==> src/rtl/acc_rsp_arbiter.sv <==
// -----------------------------------------------------------------------------
// acc_rsp_arbiter
//
// Round-robin arbiter for the accelerator result (p) channel. Merges the
// result responses of NumRsp accelerator responders onto the single result
// port that feeds the core's X-interface writeback. The output is fully
// registered (one pipeline stage). out_src_o reports which responder
// produced the current result.
//
// Parameters:
//   NumRsp    - number of responders arbitrated (>= 1)
//   DataWidth - result data width
//   SrcW      - width of the source index (derived, not overridable)
//
// Ports:
//   clk_i        in   clock
//   rst_ni       in   asynchronous active-low reset
//   rsp_valid_i  in   [NumRsp]           per-responder result valid
//   rsp_ready_o  out  [NumRsp]           per-responder ready (one-hot or zero)
//   rsp_rd_i     in   [NumRsp*5]         destination register, responder i at [5i+:5]
//   rsp_data_i   in   [NumRsp*DataWidth] result data, responder i at [DataWidth*i+:DataWidth]
//   rsp_error_i  in   [NumRsp]           per-responder error flag
//   out_valid_o  out  merged result valid
//   out_ready_i  in   merged result ready (core p_ready)
//   out_rd_o     out  [5]          merged destination register
//   out_data_o   out  [DataWidth]  merged result data
//   out_error_o  out  merged error flag
//   out_src_o    out  [SrcW]       index of the responder that produced the output
// -----------------------------------------------------------------------------
module acc_rsp_arbiter #(
  parameter  int NumRsp    = 2,
  parameter  int DataWidth = 32,
  localparam int SrcW      = (NumRsp > 1) ? $clog2(NumRsp) : 1
) (
  input  logic                      clk_i,
  input  logic                      rst_ni,
  input  logic [NumRsp-1:0]         rsp_valid_i,
  output logic [NumRsp-1:0]         rsp_ready_o,
  input  logic [NumRsp*5-1:0]       rsp_rd_i,
  input  logic [NumRsp*DataWidth-1:0] rsp_data_i,
  input  logic [NumRsp-1:0]         rsp_error_i,
  output logic                      out_valid_o,
  input  logic                      out_ready_i,
  output logic [4:0]                out_rd_o,
  output logic [DataWidth-1:0]      out_data_o,
  output logic                      out_error_o,
  output logic [SrcW-1:0]           out_src_o
);

  localparam logic [SrcW-1:0] LastIdx = SrcW'(NumRsp - 1);

  // Output register and round-robin pointer
  logic                 r_valid;
  logic [4:0]           r_rd;
  logic [DataWidth-1:0] r_data;
  logic                 r_error;
  logic [SrcW-1:0]      r_src;
  logic [SrcW-1:0]      r_ptr;

  logic                 w_load_en;
  logic                 w_any;
  logic                 w_hs;
  logic [SrcW-1:0]      w_grant;
  logic [SrcW-1:0]      w_idx;
  logic [4:0]           w_sel_rd;
  logic [DataWidth-1:0] w_sel_data;
  logic                 w_sel_error;
  logic [SrcW-1:0]      w_ptr_next;

  // The output slot can accept a new result when it is empty or being
  // drained this cycle; nothing is accepted while reset is asserted.
  assign w_load_en = rst_ni && (!out_valid_o || out_ready_i);
  assign w_hs      = w_load_en && w_any;

  // Grant: first requesting responder scanning from r_ptr upward with wrap.
  // NOTE: every signal written in an always_comb gets a default before any
  // conditional assignment; otherwise synthesis infers a latch.
  always_comb begin
    w_any   = 1'b0;
    w_grant = '0;
    w_idx   = '0;
    for (int k = 0; k < NumRsp; k++) begin
      w_idx = SrcW'((int'(r_ptr) + k) % NumRsp);
      if (!w_any && rsp_valid_i[w_idx]) begin
        w_any   = 1'b1;
        w_grant = w_idx;
      end
    end
  end

  // Field mux for the granted responder
  always_comb begin
    w_sel_rd    = '0;
    w_sel_data  = '0;
    w_sel_error = 1'b0;
    for (int i = 0; i < NumRsp; i++) begin
      if (w_grant == SrcW'(i)) begin
        w_sel_rd    = rsp_rd_i[5*i +: 5];
        w_sel_data  = rsp_data_i[DataWidth*i +: DataWidth];
        w_sel_error = rsp_error_i[i];
      end
    end
  end

  assign w_ptr_next  = (w_grant == LastIdx) ? '0 : w_grant + 1'b1;
  assign rsp_ready_o = w_hs ? (NumRsp'(1) << w_grant) : '0;

  // NOTE: sequential state uses non-blocking assignments so every register
  // samples pre-edge values regardless of process evaluation order.
  // NOTE: all state here is a handful of flops, so every register is reset;
  // a reset is only worth skipping on wide storage arrays.
  always_ff @(posedge clk_i or negedge rst_ni) begin
    if (!rst_ni) begin
      r_valid <= 1'b0;
      r_rd    <= '0;
      r_data  <= '0;
      r_error <= 1'b0;
      r_src   <= '0;
      r_ptr   <= '0;
    end else if (w_load_en) begin
      // Empty or draining: refill on a handshake, otherwise go empty while
      // the data fields keep their last value.
      r_valid <= w_any;
      if (w_any) begin
        r_rd    <= w_sel_rd;
        r_data  <= w_sel_data;
        r_error <= w_sel_error;
        r_src   <= w_grant;
        r_ptr   <= w_ptr_next;
      end
    end
  end

  assign out_valid_o = r_valid;
  assign out_rd_o    = r_rd;
  assign out_data_o  = r_data;
  assign out_error_o = r_error;
  assign out_src_o   = r_src;

`ifndef SYNTHESIS
  a_ready_onehot0 : assert property (@(posedge clk_i) disable iff (!rst_ni)
    $onehot0(rsp_ready_o));

  a_out_stable : assert property (@(posedge clk_i) disable iff (!rst_ni)
    (r_valid && !out_ready_i) |=>
      (r_valid && $stable(r_rd) && $stable(r_data) && $stable(r_error) && $stable(r_src)));

  a_ptr_range : assert property (@(posedge clk_i) disable iff (!rst_ni)
    int'(r_ptr) < NumRsp);

  for (genvar i = 0; i < NumRsp; i++) begin : g_proto
    a_req_hold : assert property (@(posedge clk_i) disable iff (!rst_ni)
      (rsp_valid_i[i] && !rsp_ready_o[i]) |=>
        (rsp_valid_i[i] && $stable(rsp_rd_i[5*i +: 5]) &&
         $stable(rsp_data_i[DataWidth*i +: DataWidth]) && $stable(rsp_error_i[i])));
  end
`endif

endmodule

==> config.mk <==
export PLATFORM = sky130hd
export DESIGN_NAME = acc_rsp_arbiter
export DESIGN_NICKNAME = d
export VERILOG_FILES = /design/src/rtl/acc_rsp_arbiter.sv
export SDC_FILE = /design/constraint.sdc
export NUM_CORES = 1
export LEC_CHECK = 0
export BUFFER_PORTS_ARGS = -buffer_cell sky130_fd_sc_hd__buf_2
export CORE_ASPECT_RATIO = 0.6
export CORE_UTILIZATION = 47
export DETAILED_ROUTE_END_ITERATION = 12
export PLACE_DENSITY = 0.85
export SLEW_MARGIN = 20
export SYNTH_ARGS = -nofsm -noshare
export SYNTH_HDL_FRONTEND = slang
export SYNTH_SLANG_ARGS = --single-unit
==> constraint.sdc <==
create_clock -name clk_i -period 2.9 [get_ports clk_i]
set_clock_uncertainty 0.05 [all_clocks]
set_input_delay 0.58 -clock clk_i [delete_from_list [all_inputs] [get_ports clk_i]]
set_output_delay 0.58 -clock clk_i [all_outputs]
set_load 0.005 [all_outputs]
* Word-level counts from Yosys, hierarchy flattened
Index checks and enable logic that the tools add are counted.
Storage, ports and cells: memory bits (read-only) 0, bits in writable memories 0, memories kept 0, flip-flop bits (word level) 41, input bits 81, latch bits 0, output and inout port bits 42, word-level logic and storage cells 31
Operators by class: shifts and indexed selects 1, equal/unequal tests 0, $lt $le $gt $ge 2, bitwise operators 0, $add $sub $neg 2, divide/modulo/power cells 0, multiplexer cells 13, reductions and logical operators 7, multipliers 0
Operators with widths (count):
- 32-bit 2-to-1 mux | 1
- 1-bit 2-to-1 mux | 10
- 5-bit 2-to-1 mux | 1
- 1-bit by 2-bit less-than comparator with 1-bit output (second input constant) | 2
- 1-bit logical AND | 3
- 1-bit adder (second input constant) | 2
- 1-bit logical NOT | 2
- 2-bit 2-to-1 mux | 1
- 2-bit AND reduction | 1
- 1-bit by 1-bit << shifter with 2-bit output (first input constant) | 1
- 1-bit logical OR | 1

* Depth between registers and ports, before layout
depth in word-level cells 8, mapped depth 5

* Worst setup path before layout
No wires, ideal clock.
path kind in2out, start point in rsp_valid_i[0], end point out rsp_ready_o[1], stages on the path 3, arrival time 1.172 ns, buffers on the path 1, setup slack 1.098 ns, required time 2.270 ns, cell sequence nor2b_1 > buf_2 > and4bb_1
Between the ends: word-level cells in the longest chain between the ends 8, elaborated cells between the ends (all ways) 13
RTL lines:
- start, declared | RTL line 37 | input logic [NumRsp-1:0] rsp_valid_i,
- 1-bit 2-to-1 mux (not written as such) (2 in series) | RTL line 84 | if (!w_any && rsp_valid_i[w_idx]) begin
- 1-bit 2-to-1 mux | RTL line 84
- 1-bit logical NOT | RTL line 84
- 1-bit logical AND | RTL line 84
- 1-bit 2-to-1 mux | RTL line 84
- 1-bit by 1-bit << shifter with 2-bit output / 1-bit logical AND (equally long branches) | RTL line 106, 73
- 2-bit 2-to-1 mux (*) | RTL line 106 | assign rsp_ready_o = w_hs ? (NumRsp'(1) << w_grant) : '0;
- end, declared | RTL line 38 | output logic [NumRsp-1:0] rsp_ready_o,
Every way passes the cells marked *; elsewhere a longest branch is shown, timed or not. The select of a mux whose other input is x is not followed.

* Worst setup path after layout
start point reg r_valid, in the netlist out_valid_o, end point out rsp_ready_o[0]
Between the ends: word-level cells in the longest chain between the ends 5
RTL lines:
- start, declared | RTL line 53 | logic r_valid;
- start signal, assigned | RTL line 123 | r_valid <= w_any;
- 1-bit logical NOT | RTL line 72 | assign w_load_en = rst_ni && (!out_valid_o || out_ready_i);
- 1-bit logical OR | RTL line 72
- 1-bit logical AND | RTL line 72
- 1-bit logical AND | RTL line 73 | assign w_hs = w_load_en && w_any;
- 2-bit 2-to-1 mux | RTL line 106
No other way between the ends.

==> results.toml <==
[status]
outcome = "complete, no violations"

[route]
wl_per_cell_um = 15.60
drc = 0
wl_met2_um = 2489
ant_nets = 0
top_layer = "met4"
wl_met3_um = 599
wl_um = 5679
first_pass_iters = 4
avgViaCountPerCell = 5.819
vias = 2118
first_iter_violations = 94
met1Wirelength_um = 2566

[floorplanning]
start_util = 0.5000
die_h_um = 53.85
ios = 123
die-width_um = 88.42
fp.dieArea_sq_um = 4761
num_rows = 18
core_sq_um = 4212

[layout]
drive_gt1_frac = 0.4605
nets = 384
antenna_cells = 0
n_fill_cell = 356
final_common_cell = "buf_2"
layout_common_cells = "buf_2, nand2_1, dfrtp_1"
final_area_sq_um = 2859
area_delta_synth_final_pct = 35.77

[pwr]
p_int_uw = 1296
swShare = 0.2740
p_per_area_nw_per_um2 = 624.5
totalPowerFinal_uw = 1785
p_sw_uw = 489.2
ir_drop_v = 0.0002951
p_clk_frac = 0.301
power_frac_comb = 0.265
p_leak_uw = 0.001413
p_seq_frac = 0.434

[timing]
timing.fmax_ghz = 0.4356
fin_crit_ns = 2.296
hold_violations = 0
setup-violations-final = 0
slew_viol_final = 0
tns_ns = 0
worst_pin_slew_ns = 0.7161
grt_setup_unrepaired = "false"
hold_ws_ns = 0.07542
finalCritPeriodShare = 0.7916
slew_headroom = 0.5226

[worst_setup_path]
cpPeakStageDelay_ns = 0.60
crit_arrival_ns = 1.67
worst-r2r-setup-slack_ns = 1.13
worstSetupPathType = "register to output pin"
worstPathCellList = "nor2b_4 -> and4b_1 -> buf_2"
cp_max_fo = 15
crit_required_ns = 2.27
rr_worst_depth = 4
start_kind = "register"
worst_setup_path_end_kind = "output pin"
regToRegStartpoint = "out_valid_o"
worst_path_max_delay_cell = "and4b_1"
reg2reg_to = "out_rd_o[3]"

[placement]
gp_congestion = 0.7895
io_buffer_count = 122
dpl_cell_area_sq_um = 2725
place_hpwl_um = 3883

[clocking]
clock-root-buffer = "clkbuf_8"
cts_setup_buffers = 0
cts.htree.levels = 2
cts_made_buffers = 5
path_clk_slew_ns = 0.08
numClockSinks = 41
clk_latency_ns = 0.29
cts.path.max_buffers = 2
cts_tree = "yes"
ctsResizeCount = 0
postCtsHoldBufs = 0

[global_routing]
first_global_vias = 1776
overflow = 0
grt_usage = 0.2395
grt_max_degree = 76
antenna_found_initial = 0
grt_pass1_wl_um = 8418

[logic_synthesis]
synth_area_sq_um = 2106
yosysSeqAreaShare = 0.4872
avgSynthCellArea_sq_um = 10.97
synthTopCellsByArea = "dfrtp_1, a221o_1, nor4b_1"
yosysUniqueCellTypes = 14
yosysWarnings = 0
syn_inst = 192
synthesis.nets = 273
synth_area_leader_cell = "dfrtp_1"
synthDominantCellAreaShare = 0.4872
ys_ff_latch = 41

[hold_path]
hp-class = "input port to async pin"

[run]
maxCapViolations = 0
worst max-delay path by stage:
stage	to	cells past startpoint	from	slack, ns
2_1_floorplan	rsp_ready_o[1]	3	rsp_valid_i[0]	1.10
3_3_place_gp	rsp_ready_o[0]	4	out_ready_i	0.64
3_5_place_dp	rsp_ready_o[0]	4	out_ready_i	0.64
4_1_cts	rsp_ready_o[0]	3	out_valid_o	0.56
5_1_grt	rsp_ready_o[0]	3	out_valid_o	0.48
6_report	rsp_ready_o[0]	3	out_valid_o	0.60
logic make-up after synthesis:
kind of cell    share of synthesized area
flops                              0.4872
simple gates                       0.2531
buf+inv                           0.06773
compound gates                     0.1919
worst max-delay path, delay by kind of cell, from the launching register on:
family,cells,cell delay [ns]
flip-flops,1,0.42
buffers and inverters,1,0.22
AND/OR/NAND/NOR,2,0.74
metrics by stage:
stage	utilization	setup slack (ns)	cells
6_report	0.6788	0.6045	364
5_1_grt	0.6788	0.4821	364
4_1_cts	0.6788	0.5645	364
3_5_place_dp	0.6471	0.6378	356
3_3_place_gp	0.6471	0.6448	356
2_1_floorplan	-	1.098	192
power by group through the flow:
| stage | logic (uW) | clock network (uW) | registers [uW] |
|---|---|---|---|
| 4_1_cts | 480 | 550 | 775 |
| 2_1_floorplan | 233 | 0 | 787 |
| 5_1_grt | 525 | 568 | 791 |
| 3_3_place_gp | 468 | 0 | 785 |
| 3_5_place_dp | 480 | 0 | 781 |
| 6_report | 473 | 537 | 776 |
final cells by class:
type	instances	area [sq um]	area share
sequential	41	1026	0.3589
multi-input combinational	125	957.2	0.3348
timing repair buffer	129	663.1	0.2319
tap	60	75.07	0.02626
clock buffer	5	68.82	0.02407
clock inverter	3	65.06	0.02276
inverter	1	3.754	0.001313
Yosys cell counts, drive strengths merged:
cell and count:
dfrtp 41, nand2 42, clkbuf 14, a21o 2, buf 11, o221ai 1
and4bb 1, and4b 1, nor4b 38, a221o 38, nor2b 2, inv 1
state kept, by name, indices dropped and copies added (netlist names):
name / cells
out_data_o: 32
out_error_o: 1
out_rd_o: 5
out_src_o: 1
out_valid_o: 1
r_ptr: 1
per-layer routing:
layer	up-vias	global-route usage
li1	976	-
met5	-	0
met3	4	0.06902
met1	1023	0.3229
met2	115	0.3833
met4	0	0.06452
Note: power is estimated with default switching activity, not from simulation.
